==> config.mk <==
export PLATFORM = sky130hd
export DESIGN_NAME = freelist
export DESIGN_NICKNAME = d
export VERILOG_FILES = /design/src/rtl/freelist.sv
export SDC_FILE = /design/constraint.sdc
export NUM_CORES = 1
export LEC_CHECK = 0
export CAP_MARGIN = 20
export CORE_MARGIN = 3
export CORE_UTILIZATION = 40
export DETAILED_ROUTE_END_ITERATION = 16
export PLACE_DENSITY = 0.66
export SYNTH_ARGS = -nofsm -noshare
export SYNTH_HDL_FRONTEND = slang
export SYNTH_SLANG_ARGS = --single-unit
==> constraint.sdc <==
create_clock -name i_clk -period 8.3 [get_ports i_clk]
set_input_delay 1.66 -clock i_clk [delete_from_list [all_inputs] [get_ports i_clk]]
set_output_delay 1.66 -clock i_clk [all_outputs]
set_load 0.02 [all_outputs]
==> src/rtl/freelist.sv <==
// freelist: physical-register free list feeding a 4-wide rename stage.
// It is a circular FIFO of physical tags 1..SIZE-1. Tag 0 is never handed
// out and never taken back, because every architectural register maps to p0
// at reset.
// Each cycle it can allocate up to four tags (all-or-nothing, zero latency)
// and take back up to four freed tags from commit.
// Optional feature: define FREELIST_ERR_EN to add the sticky o_err flag. It
// flags overflow and double-free protocol violations.
module freelist #(
    parameter int WIDTH = 5
) (
    input  logic               i_clk,
    input  logic               i_rst_n,
    input  logic [3:0]         i_req,
    output logic               o_gnt,
    output logic [4*WIDTH-1:0] o_ptag4x,
    input  logic [3:0]         i_free,
    input  logic [4*WIDTH-1:0] i_ftag4x,
    output logic [WIDTH-1:0]   o_count
`ifdef FREELIST_ERR_EN
    ,
    output logic               o_err
`endif
);

    localparam int SIZE = 2 ** WIDTH;
    localparam logic [WIDTH-1:0] MAX_CNT = {WIDTH{1'b1}};

    // Zero-extend a small slot count to pointer width.
    function automatic logic [WIDTH-1:0] ext3(input logic [2:0] v);
        return {{(WIDTH-3){1'b0}}, v};
    endfunction

    logic [WIDTH-1:0] ram_r [SIZE];
    logic [WIDTH-1:0] head_r;
    logic [WIDTH-1:0] tail_r;
    logic [WIDTH-1:0] count_r;

    logic [2:0]       req_rank_s [4];
    logic [2:0]       n_req_s;
    logic [WIDTH-1:0] granted_s;
    logic [WIDTH-1:0] remain_s;
    logic [WIDTH-1:0] room_s;
    logic [3:0]       fvalid_s;
    logic [3:0]       facc_s;
    logic [2:0]       free_rank_s [4];
    logic [2:0]       n_acc_s;
    logic [WIDTH-1:0] count_next_s;
`ifdef FREELIST_ERR_EN
    logic [2:0]       n_fvalid_s;
`endif

    // Allocation: rank each requesting slot and read tags in order from head.
    always_comb begin : alloc_comb
        logic [2:0] run;
        run = 3'd0;
        o_ptag4x = {(4*WIDTH){1'b0}};
        for (int k = 0; k < 4; k++) begin
            req_rank_s[k] = run;
            run = run + {2'b00, i_req[k]};
        end
        n_req_s = run;
        o_gnt = (count_r >= ext3(n_req_s));
        granted_s = o_gnt ? ext3(n_req_s) : {WIDTH{1'b0}};
        for (int k = 0; k < 4; k++) begin
            o_ptag4x[k*WIDTH +: WIDTH] = ram_r[head_r + ext3(req_rank_s[k])];
        end
    end

    // Free: drop tag-0 frees and compact the rest. Frees that would
    // overfill the list are refused, so count saturates and pointers stay sane.
    always_comb begin : free_comb
        logic [2:0] run;
        logic [2:0] acc_run;
        run = 3'd0;
        acc_run = 3'd0;
        remain_s = count_r - granted_s;
        room_s = MAX_CNT - remain_s;
        for (int k = 0; k < 4; k++) begin
            fvalid_s[k] = i_free[k] && (i_ftag4x[k*WIDTH +: WIDTH] != {WIDTH{1'b0}});
            free_rank_s[k] = run;
            facc_s[k] = fvalid_s[k] && (ext3(run) < room_s);
            run = run + {2'b00, fvalid_s[k]};
            acc_run = acc_run + {2'b00, facc_s[k]};
        end
        n_acc_s = acc_run;
        count_next_s = remain_s + ext3(n_acc_s);
`ifdef FREELIST_ERR_EN
        n_fvalid_s = run;
`endif
    end

    // Storage, pointers and count. Reset reloads the list with tags 1..SIZE-1.
    always_ff @(posedge i_clk or negedge i_rst_n) begin
        if (!i_rst_n) begin
            for (int j = 0; j < SIZE; j++) begin
                ram_r[j] <= WIDTH'(j + 1);
            end
            head_r  <= {WIDTH{1'b0}};
            tail_r  <= MAX_CNT;
            count_r <= MAX_CNT;
        end else begin
            head_r  <= head_r + granted_s;
            tail_r  <= tail_r + ext3(n_acc_s);
            count_r <= count_next_s;
            for (int k = 0; k < 4; k++) begin
                if (facc_s[k]) begin
                    ram_r[tail_r + ext3(free_rank_s[k])] <= i_ftag4x[k*WIDTH +: WIDTH];
                end
            end
        end
    end

    assign o_count = count_r;

`ifdef FREELIST_ERR_EN
    logic ovf_s;
    logic dup_s;
    logic err_r;

    // Violation detect: overflow of the list, or a freed tag already held.
    always_comb begin : err_comb
        logic [WIDTH-1:0] off;
        logic             occ;
        ovf_s = (({1'b0, remain_s} + {1'b0, ext3(n_fvalid_s)}) > {1'b0, MAX_CNT});
        dup_s = 1'b0;
        off   = {WIDTH{1'b0}};
        occ   = 1'b0;
        for (int j = 0; j < SIZE; j++) begin
            off = WIDTH'(j) - head_r;
            occ = (off < count_r);
            for (int k = 0; k < 4; k++) begin
                dup_s = dup_s | (fvalid_s[k] & occ &
                                 (ram_r[j] == i_ftag4x[k*WIDTH +: WIDTH]));
            end
        end
    end

    // Sticky error flag; only reset clears it.
    always_ff @(posedge i_clk or negedge i_rst_n) begin
        if (!i_rst_n) begin
            err_r <= 1'b0;
        end else if (ovf_s || dup_s) begin
            err_r <= 1'b1;
        end else begin
            err_r <= err_r;
        end
    end

    assign o_err = err_r;
`endif

endmodule

Word-level counts from Yosys, hierarchy flattened. Cells that the tools add are included.

Register bits after elaboration: 175. Latch bits: 0. Bits in writable memories: 0. ROM bits: 0. Input port bits: 30. Output and inout bits: 26. Logic and storage cells: 124. Memories: 0.

$add $sub $neg: 19. $mul: 0. Divide/modulo/power cells: 0. Magnitude comparators: 17. Equality and inequality tests: 0. Shift-type cells: 0. Multiplexer cells: 29. Bitwise gates (word level): 8. Reductions and logical operators: 16.

Operators by type and width (number): bitwise mux 160 bit (4); two-way mux 160 bit (4); binary-select mux 5 bit (select 5 bit) (4); demux 5 bit (select 5 bit) (4); two-way mux 5 bit (12); >= comparator 6 bit (second input constant) (8); NOT 5 -> 6 bit (8); adder 5 x 3 -> 5 bit (5); less-than comparator 6 x 1 -> 1 bit (second input constant) (4); nonzero test 5 bit (4); logical AND 1 bit (12); adder 5 x 1 -> 5 bit (2); adder 5 x 2 -> 5 bit (2); adder 2 x 1 -> 3 bit (3); adder 1 x 1 -> 2 bit (3); adder 3 x 1 -> 3 bit (2); >= comparator 5 x 3 -> 1 bit (1); less-than comparator 1 x 5 -> 1 bit (1); less-than comparator 1 x 5 -> 1 bit (first input constant) (1); less-than comparator 2 x 5 -> 1 bit (1); less-than comparator 3 x 5 -> 1 bit (1); subtractor 5 x 3 -> 5 bit (1); subtractor 5 bit (first input constant) (1); two-way mux 3 bit (1).

Logic depth before layout (Yosys ltp). Gate-level depths: netlist of run 1.

Depth in word-level cells: 16. Mapped depth: 27. Mapped depth without buffers: 26.

Worst setup path after synthesis of run 1. Ideal clock, no wire load.

Path type: input to register. From: in i_req[0]. To: reg count_r[4] (netlist: o_count[4]). Library setup time: 75 ps. Arrival: 8032 ps. Data required time: 8225 ps. Path slack: 193 ps. Stages: 27. Buffers on the path: 1. Cells stage by stage: fa_1 -> ha_1 -> inv_1 -> fa_1 -> ha_1 -> a21oi_1 -> o21ai_0 -> and2_1 -> ha_1 -> inv_1 -> fa_1 -> xor2_1 -> ha_1 -> nor2_1 -> o2bb2ai_1 -> o21ai_1 -> buf_4 -> inv_1 -> fa_1 -> ha_1 -> ha_1 -> inv_1 -> fa_1 -> nor2_1 -> nor2_1 -> nor2_1 -> xnor2_1.

Word-level cells in the longest chain between the ends: 13. Elaborated cells between the ends (all ways): 19. Classes of those cells: add/sub (9); order compare (5); mux (1); reduce/logical (4).

Ends and longest elaborated chain: from (decl) (RTL line 14) `input logic [3:0] i_req,`; adder 1 x 1 -> 2 bit * (RTL line 60) `run = run + {2'b00, i_req[k]};`; adder 2 x 1 -> 3 bit * (RTL line 60); adder 3 x 1 -> 3 bit * (RTL line 60); >= comparator 5 x 3 -> 1 bit * (RTL line 63) `o_gnt = (count_r >= ext3(n_req_s));`; via o_gnt (RTL line 15) `output logic o_gnt,`; two-way mux 3 bit * (RTL line 64) `granted_s = o_gnt ? ext3(n_req_s) : {WIDTH{1'b0}};`; subtractor 5 x 3 -> 5 bit * (RTL line 77) `remain_s = count_r - granted_s;`; subtractor 5 bit (RTL line 78) `room_s = MAX_CNT - remain_s;`; less-than comparator 1 x 5 -> 1 bit (RTL line 82) `facc_s[k] = fvalid_s[k] && (ext3(run) < room_s);`; logical AND 1 bit (RTL line 82); adder 1 x 1 -> 2 bit (RTL line 84) `acc_run = acc_run + {2'b00, facc_s[k]};`; adder 2 x 1 -> 3 bit (RTL line 84); adder 3 x 1 -> 3 bit (RTL line 84); adder 5 x 3 -> 5 bit * (RTL line 87) `count_next_s = remain_s + ext3(n_acc_s);`; via count_next_s[4] (RTL line 48) `logic [WIDTH-1:0] count_next_s;`; to (signal assigned) (RTL line 105) `count_r <= count_next_s;`; to (decl) (RTL line 37) `logic [WIDTH-1:0] count_r;`.

Mark *: on every way through the listed nets, which the timed path passes. The rest lies on a longest branch.

Final worst setup path of run 1.
From: in i_req[0]. To: reg count_r[4] (netlist: o_count[4]).

Word-level cells in the longest chain between the ends: 13. Elaborated cells between the ends (all ways): 19. Classes of those cells: add/sub (9); order compare (5); mux (1); reduce/logical (4).

Ends and longest elaborated chain (RTL line): adder 1 x 1 -> 2 bit * (60); adder 2 x 1 -> 3 bit * (60); adder 3 x 1 -> 3 bit * (60); >= comparator 5 x 3 -> 1 bit (63); two-way mux 3 bit * (64); subtractor 5 x 3 -> 5 bit * (77); subtractor 5 bit (78); less-than comparator 1 x 5 -> 1 bit (82); logical AND 1 bit (82); adder 1 x 1 -> 2 bit (84); adder 2 x 1 -> 3 bit (84); adder 3 x 1 -> 3 bit (84); adder 5 x 3 -> 5 bit * (87); via count_next_s[4] (48).

Marked as above.

==> results of run 1 <==
[layout by cell type (no fill, tap or decap), types with 7 or more instances in the layout]
| master | synthesis | layout |
|---|---|---|
| a21oi_1 | 50 | 50 |
| o32a_1 | 40 | 40 |
| nand2b_1 | 11 | 11 |
| o211ai_1 | 18 | 18 |
| inv_1 | 30 | 30 |
| a32o_1 | 32 | 32 |
| nor4_1 | 10 | 10 |
| fa_1 | 12 | 10 |
| or4_1 | 13 | 13 |
| a31oi_1 | 8 | 8 |
| xor2_1 | 7 | 7 |
| dfrtp_1 | 85 | 83 |
| a221oi_1 | 58 | 58 |
| a22o_1 | 61 | 61 |
| nor2_1 | 148 | 148 |
| mux2_2 | 54 | 54 |
| a21o_1 | 10 | 10 |
| nor3_1 | 77 | 77 |
| clkbuf_16 | 0 | 17 |
| mux2i_1 | 127 | 127 |
| clkdlybuf4s50_1 | 0 | 54 |
| dfstp_2 | 90 | 90 |
| mux4_2 | 200 | 200 |
| xnor2_1 | 19 | 18 |
| o41ai_1 | 18 | 18 |
| nor2b_1 | 10 | 10 |
| o21ai_0 | 64 | 64 |
| a221o_1 | 8 | 8 |
| nand3_1 | 63 | 63 |
| ha_1 | 42 | 39 |
| o21ai_1 | 15 | 14 |
| and3_1 | 41 | 41 |
| or3_1 | 10 | 10 |
| buf_4 | 4 | 95 |
| nand2_1 | 154 | 154 |
| nor4_2 | 30 | 30 |
[metrics by stage]
step | total power, W | setup WS (ns)
after floorplan | 0.00779 | 0.193
after global placement | 0.0109 | 0.335
after detailed placement | 0.0110 | 0.176
after CTS | 0.0119 | 0.662
after global routing | 0.0126 | 0.226
final | 0.0122 | 0.643
[synthesized netlist by cell type (all sizes together), types with 6 or more instances]
cell | n | area, um^2
o211ai | 18 | 135
a2111oi | 7 | 86.3
nor4 | 44 | 523
nor2b | 10 | 62.6
a21o | 10 | 75.1
a221oi | 58 | 508
o41ai | 18 | 158
a32o | 32 | 320
mux2i | 127 | 1270
and3 | 41 | 257
dfrtp | 85 | 2130
a22o | 61 | 534
o31ai | 7 | 77.6
o21ai | 82 | 429
o32a | 40 | 400
nand2 | 154 | 578
fa | 12 | 240
ha | 42 | 526
a221o | 8 | 80.1
dfstp | 90 | 2360
nand3 | 63 | 315
xnor2 | 21 | 199
mux4 | 200 | 4500
xor2 | 7 | 61.3
a31oi | 8 | 50.1
a21oi | 50 | 250
clkbuf | 111 | 417
or3 | 10 | 62.6
nor2 | 149 | 562
mux2 | 54 | 608
buf | 46 | 205
nand2b | 11 | 68.8
nor3 | 79 | 405
or4 | 13 | 97.6
inv | 31 | 116
or2 | 6 | 37.5
[worst max-delay path by stage]
stage                  to  slack (ns)  cells after the start
4_1_cts        o_count[4]        0.66                     26
2_1_floorplan  o_count[4]        0.19                     27
5_1_grt         tail_r[4]        0.23                     25
6_report       o_count[4]        0.64                     26
3_3_place_gp   o_count[4]        0.34                     26
3_5_place_dp   o_count[4]        0.18                     26
[layout make-up]
cell class	instances	area [um^2]
well taps	607	759
inverters	32	120
flip-flops and latches	175	4490
clock buffers	17	425
repair buffers	156	1390
fillers	4406	25700
multi-input cells	1493	14000
diodes	1	2.50
clock inverters	15	135
[power breakdown]
group / switching, W / total, W / internal [W]
combinational: 0.00481 / 0.00896 / 0.00415
sequential: 0.000896 / 0.00240 / 0.00150
clock: 0.000441 / 0.000832 / 0.000391
total: 0.00615 / 0.0122 / 0.00604
[sequential cells by signal, indices dropped and copies added, names as in the netlist]
register,cells
ram_r,160
head_r,5
o_count,5
tail_r,5
[worst min-delay path: cells and delay by family, from the launching register on]
family          cells  cell delay, ns
simple gates        1            0.06
compound gates      1            0.11
flops               1            0.40
mux                 1            0.09
[per-layer routing]
| metal | up-vias | wire (um) |
|---|---|---|
| li1 | 7530 | - |
| met1 | 9348 | 32500 |
| met2 | 1766 | 38300 |
| met3 | 422 | 13800 |
| met4 | 6 | 6510 |
| met5 | - | 38 |
[cell families (layout without fill, tap and decap cells)]
logic type      Yosys count  count (layout)
simple gates            597             597
flops                   175             175
xor+xnor                 28              28
other cells               0               1
fa+ha+maj                54              54
buf+inv                 189             220
mux                     381             381
compound gates          433             433
==> impl_metrics.ini, run 1 <==
[clock_network]
cts_sinks = 175
post_cts_resized = 0
htreeDepth = 4
cts_tree = yes
cts_setup_buffers = 0
cts_made_buffers = 17
clock_latency_ns = 0.53
ctsHoldBuffers = 0
cts-root-buf = clkbuf_16
clk_path_buf_depth = 2
clk_pin_slew_worst_paths_ns = 0.08

[routing]
drt_iter0_drc = 3250
wire_per_inst_um = 36.5
drt.antenna.violating_nets = 0
first_pass_iters = 8
drc = 0
viasPerCell = 7.64
drt-total-wl_um = 91100
vias = 19072

[sta]
timing.final.crit_share_pct = 92.3
fin_crit_ns = 7.66
hold_slack_ns = 0.690
finalMaxSlewViolations = 0
finalSetupViolations = 0
rsz0062_at_grt = no
tightest_slew_ns = 1.32
clock_skew_ns = 0.0280
slew_headroom_pct = 11.5
final.setup.tns_ns = 0
hold_viol_final = 0
fmax_mhz = 131

[worst_setup_path]
startpoint_type = primary input
r2r_end = ram_r[20]
cp_data_required_time_ns = 8.73
critical-path-top-delay-family = adder cells
cp-end-kind = flop
arrival_ns = 8.09
cp_max_fo = 3
timing.rr.start = o_count[0]
path_buf_inv = 5
reg2reg_slack_ns = 3.07
crit_start = i_req[0]
cpPeakStageDelay_ns = 0.63
r2r_cells = 17
path_class = primary input to flop
worst_path_max_delay_cell = fa_1

[finish]
final_util_pct = 45.4
layout-drive-gt1-share_pct = 29.1
syn_to_final_growth_pct = 11.2
fin_area_um2 = 21300
instances_no_fill = 2496
finalNetCount = 1959

[hold_path]
hp-start = ram_r[1]
worstHoldPathType = flop to flop
hold_depth = 3
holdPathEnd = ram_r[1]

[synthesis]
netlist_area_um2 = 19200
synthAdderAreaFrac_pct = 4.00
synth_compound_area_share_pct = 17.8
syn-instance-count = 1857
ys_warn_count = 0
ys_ff_latch = 175
async_flop_share_pct = 100
yosys.area_share.simple_pct = 16.2
ys.flop_type = dfstp_2
synth_top_family_by_area = multiplexers
synth_edf_count = 0
synth_cell_types = 72
yosysSeqAreaShare_pct = 23.5
syn_nets = 1941
postSynthAreaPerCell_um2 = 10.3
yosys.area_share.xor_xnor_pct = 1.36
synthMuxAreaShare_pct = 33.3

[status]
status = complete, no violations

[floorplanning]
initial_utilization_pct = 40.8
die_y_um = 225
num_io_pins = 56
row_count = 79
die_area_um2 = 50500
fp.coreArea_um2 = 47000
fp.dieW_um = 225

[global_routing]
grt.total_usage_pct = 36.0
grt_start_max_net_pins = 71
gr-usage-met3_pct = 13.9
grt_use_met2_pct = 51.6
gr-total-overflow = 0
top_usage_layer = met2
met1_usage_pct = 46.4
antenna_found_initial = 3
grt_pass1_wl_um = 131000
grt_pass1_vias = 17947

[place]
gp_congestion = 1.08
dp_hpwl_um = 63300
portBuffers = 55
post_dp_cell_area_um2 = 20700
dp.cells = 2462

[power]
pwr_density_cell_nw_per_um2 = 572
vdd_drop_max_mv = 0.283
p_leak_nw = 7.53

[job]
max-cap-violations = 0
(Power assumes the default switching activity.)
==> run 2, diff against run 1 <==
Settings changed: CORE_UTILIZATION 40 to 44, PLACE_DENSITY 0.66 to 0.7.
==> impl_metrics.ini, run 2 (synthesized netlist as in run 1, its figures left out) <==
[power]
pwr_density_cell_nw_per_um2 = 575
vdd_drop_max_mv = 0.486
p_leak_nw = 7.59

[clock_network]
ctsHoldBuffers = 0
cts_tree = yes
cts_made_buffers = 17
cts_setup_buffers = 0
cts_sinks = 175
cts-root-buf = clkbuf_16
post_cts_resized = 0
clock_latency_ns = 0.49
htreeDepth = 4
clk_path_buf_depth = 2
clk_pin_slew_worst_paths_ns = 0.08

[routing]
drt_iter0_drc = 2788
wire_per_inst_um = 36.9
first_pass_iters = 6
vias = 19057
drt-total-wl_um = 91200
drt.antenna.violating_nets = 0
drc = 0
viasPerCell = 7.71

[floorplanning]
die_y_um = 215
row_count = 75
die_area_um2 = 46100
fp.dieW_um = 215
initial_utilization_pct = 45.1
fp.coreArea_um2 = 42500
num_io_pins = 56

[sta]
fmax_mhz = 130
finalMaxSlewViolations = 0
fin_crit_ns = 7.71
slew_headroom_pct = 14.6
final.setup.tns_ns = 0
hold_viol_final = 0
timing.final.crit_share_pct = 93.0
tightest_slew_ns = 1.28
clock_skew_ns = 0.0189
finalSetupViolations = 0
rsz0062_at_grt = no

[status]
status = complete, no violations

[finish]
layout_common_cells = 200 x mux4_2, 154 x nand2_1, 148 x nor2_1
layout-drive-gt1-share_pct = 29.3
largest_reg_flops = 160
syn_to_final_growth_pct = 11.5
fin_area_um2 = 21400
finalNetCount = 1967
diodes = 0
top_register = ram_r
final_common_cell = mux4_2

[global_routing]
grt_start_max_net_pins = 70
gr-total-overflow = 0
grt_pass1_vias = 17923
grt.total_usage_pct = 38.9
grt_pass1_wl_um = 130000
antenna_found_initial = 4

[worst_setup_path]
cpPeakStageDelay_ns = 0.63
worst_path_max_delay_cell = fa_1
cp_max_fo = 3
cp-end-kind = flop
path_class = primary input to flop
cp_data_required_time_ns = 8.70
arrival_ns = 8.12
startpoint_type = primary input

[place]
portBuffers = 55
gp_congestion = 1.05
post_dp_cell_area_um2 = 20700
dp_hpwl_um = 63300

[hold_path]
worstHoldPathType = flop to flop

[job]
max-cap-violations = 0
==> run 2: critical path: cells and delay by family <==
family / cells / cell delay (ns)
AO/OA/AOI/OAI: 5 / 1.03
XOR/XNOR: 2 / 0.39
adder cells (fa/ha/maj): 10 / 3.83
buffers and inverters: 5 / 0.77
AND/OR/NAND/NOR: 4 / 0.46
==> run 2: per-stage QoR <==
step	power [W]	utilization [%]	cells	hold WS, ns	worst slack (ns)
final	0.0123	50.3	2473	0.700	0.585
after global routing	0.0127	50.3	2473	0.750	0.150
after global placement	0.0109	48.7	2439	0.661	0.265
after CTS	0.0119	50.2	2471	0.694	0.648
after detailed placement	0.0110	48.7	2439	0.675	0.163
after floorplan	0.00779	-	1857	0.555	0.193
==> run 2: area by class of cell <==
type	count	area [um^2]
Timing Repair Buffer	164	1420
Fill cell	3868	21100
Tap cell	577	722
Clock buffer	21	470
Inverter	32	120
Multi-Input combinational cell	1493	14000
Clock inverter	11	154
Sequential cell	175	4490
==> run 2: power by group <==
part | switching, W | leakage (nW) | internal, W | total (W)
registers | 0.000884 | 1.95 | 0.00150 | 0.00239
clock network | 0.000417 | 0.300 | 0.000501 | 0.000919
logic | 0.00483 | 5.33 | 0.00415 | 0.00897
total | 0.00613 | 7.59 | 0.00615 | 0.0123
==> run 2: layer usage <==
metal,up-vias,wire length [um],track usage (%)
met5,-,35,0
met4,6,6850,23.3
met3,397,14100,16.5
met2,1724,37200,53.9
met1,9393,33100,50.3
li1,7537,-,-
==> run 2: path summary, 6_finish.rpt <==
kind | start | end | slack, ns | cells after the start
min in group asynchronous | i_rst_n | head_r[3] | 1.15 | 1
max | i_req[0] | o_count[4] | 0.59 | 26
min reg2reg | ram_r[10] | ram_r[10] | 0.70 | 3
max in group asynchronous | i_rst_n | ram_r[119] | 5.71 | 2
min | ram_r[10] | ram_r[10] | 0.70 | 3
max reg2reg | o_count[0] | o_count[4] | 3.04 | 23
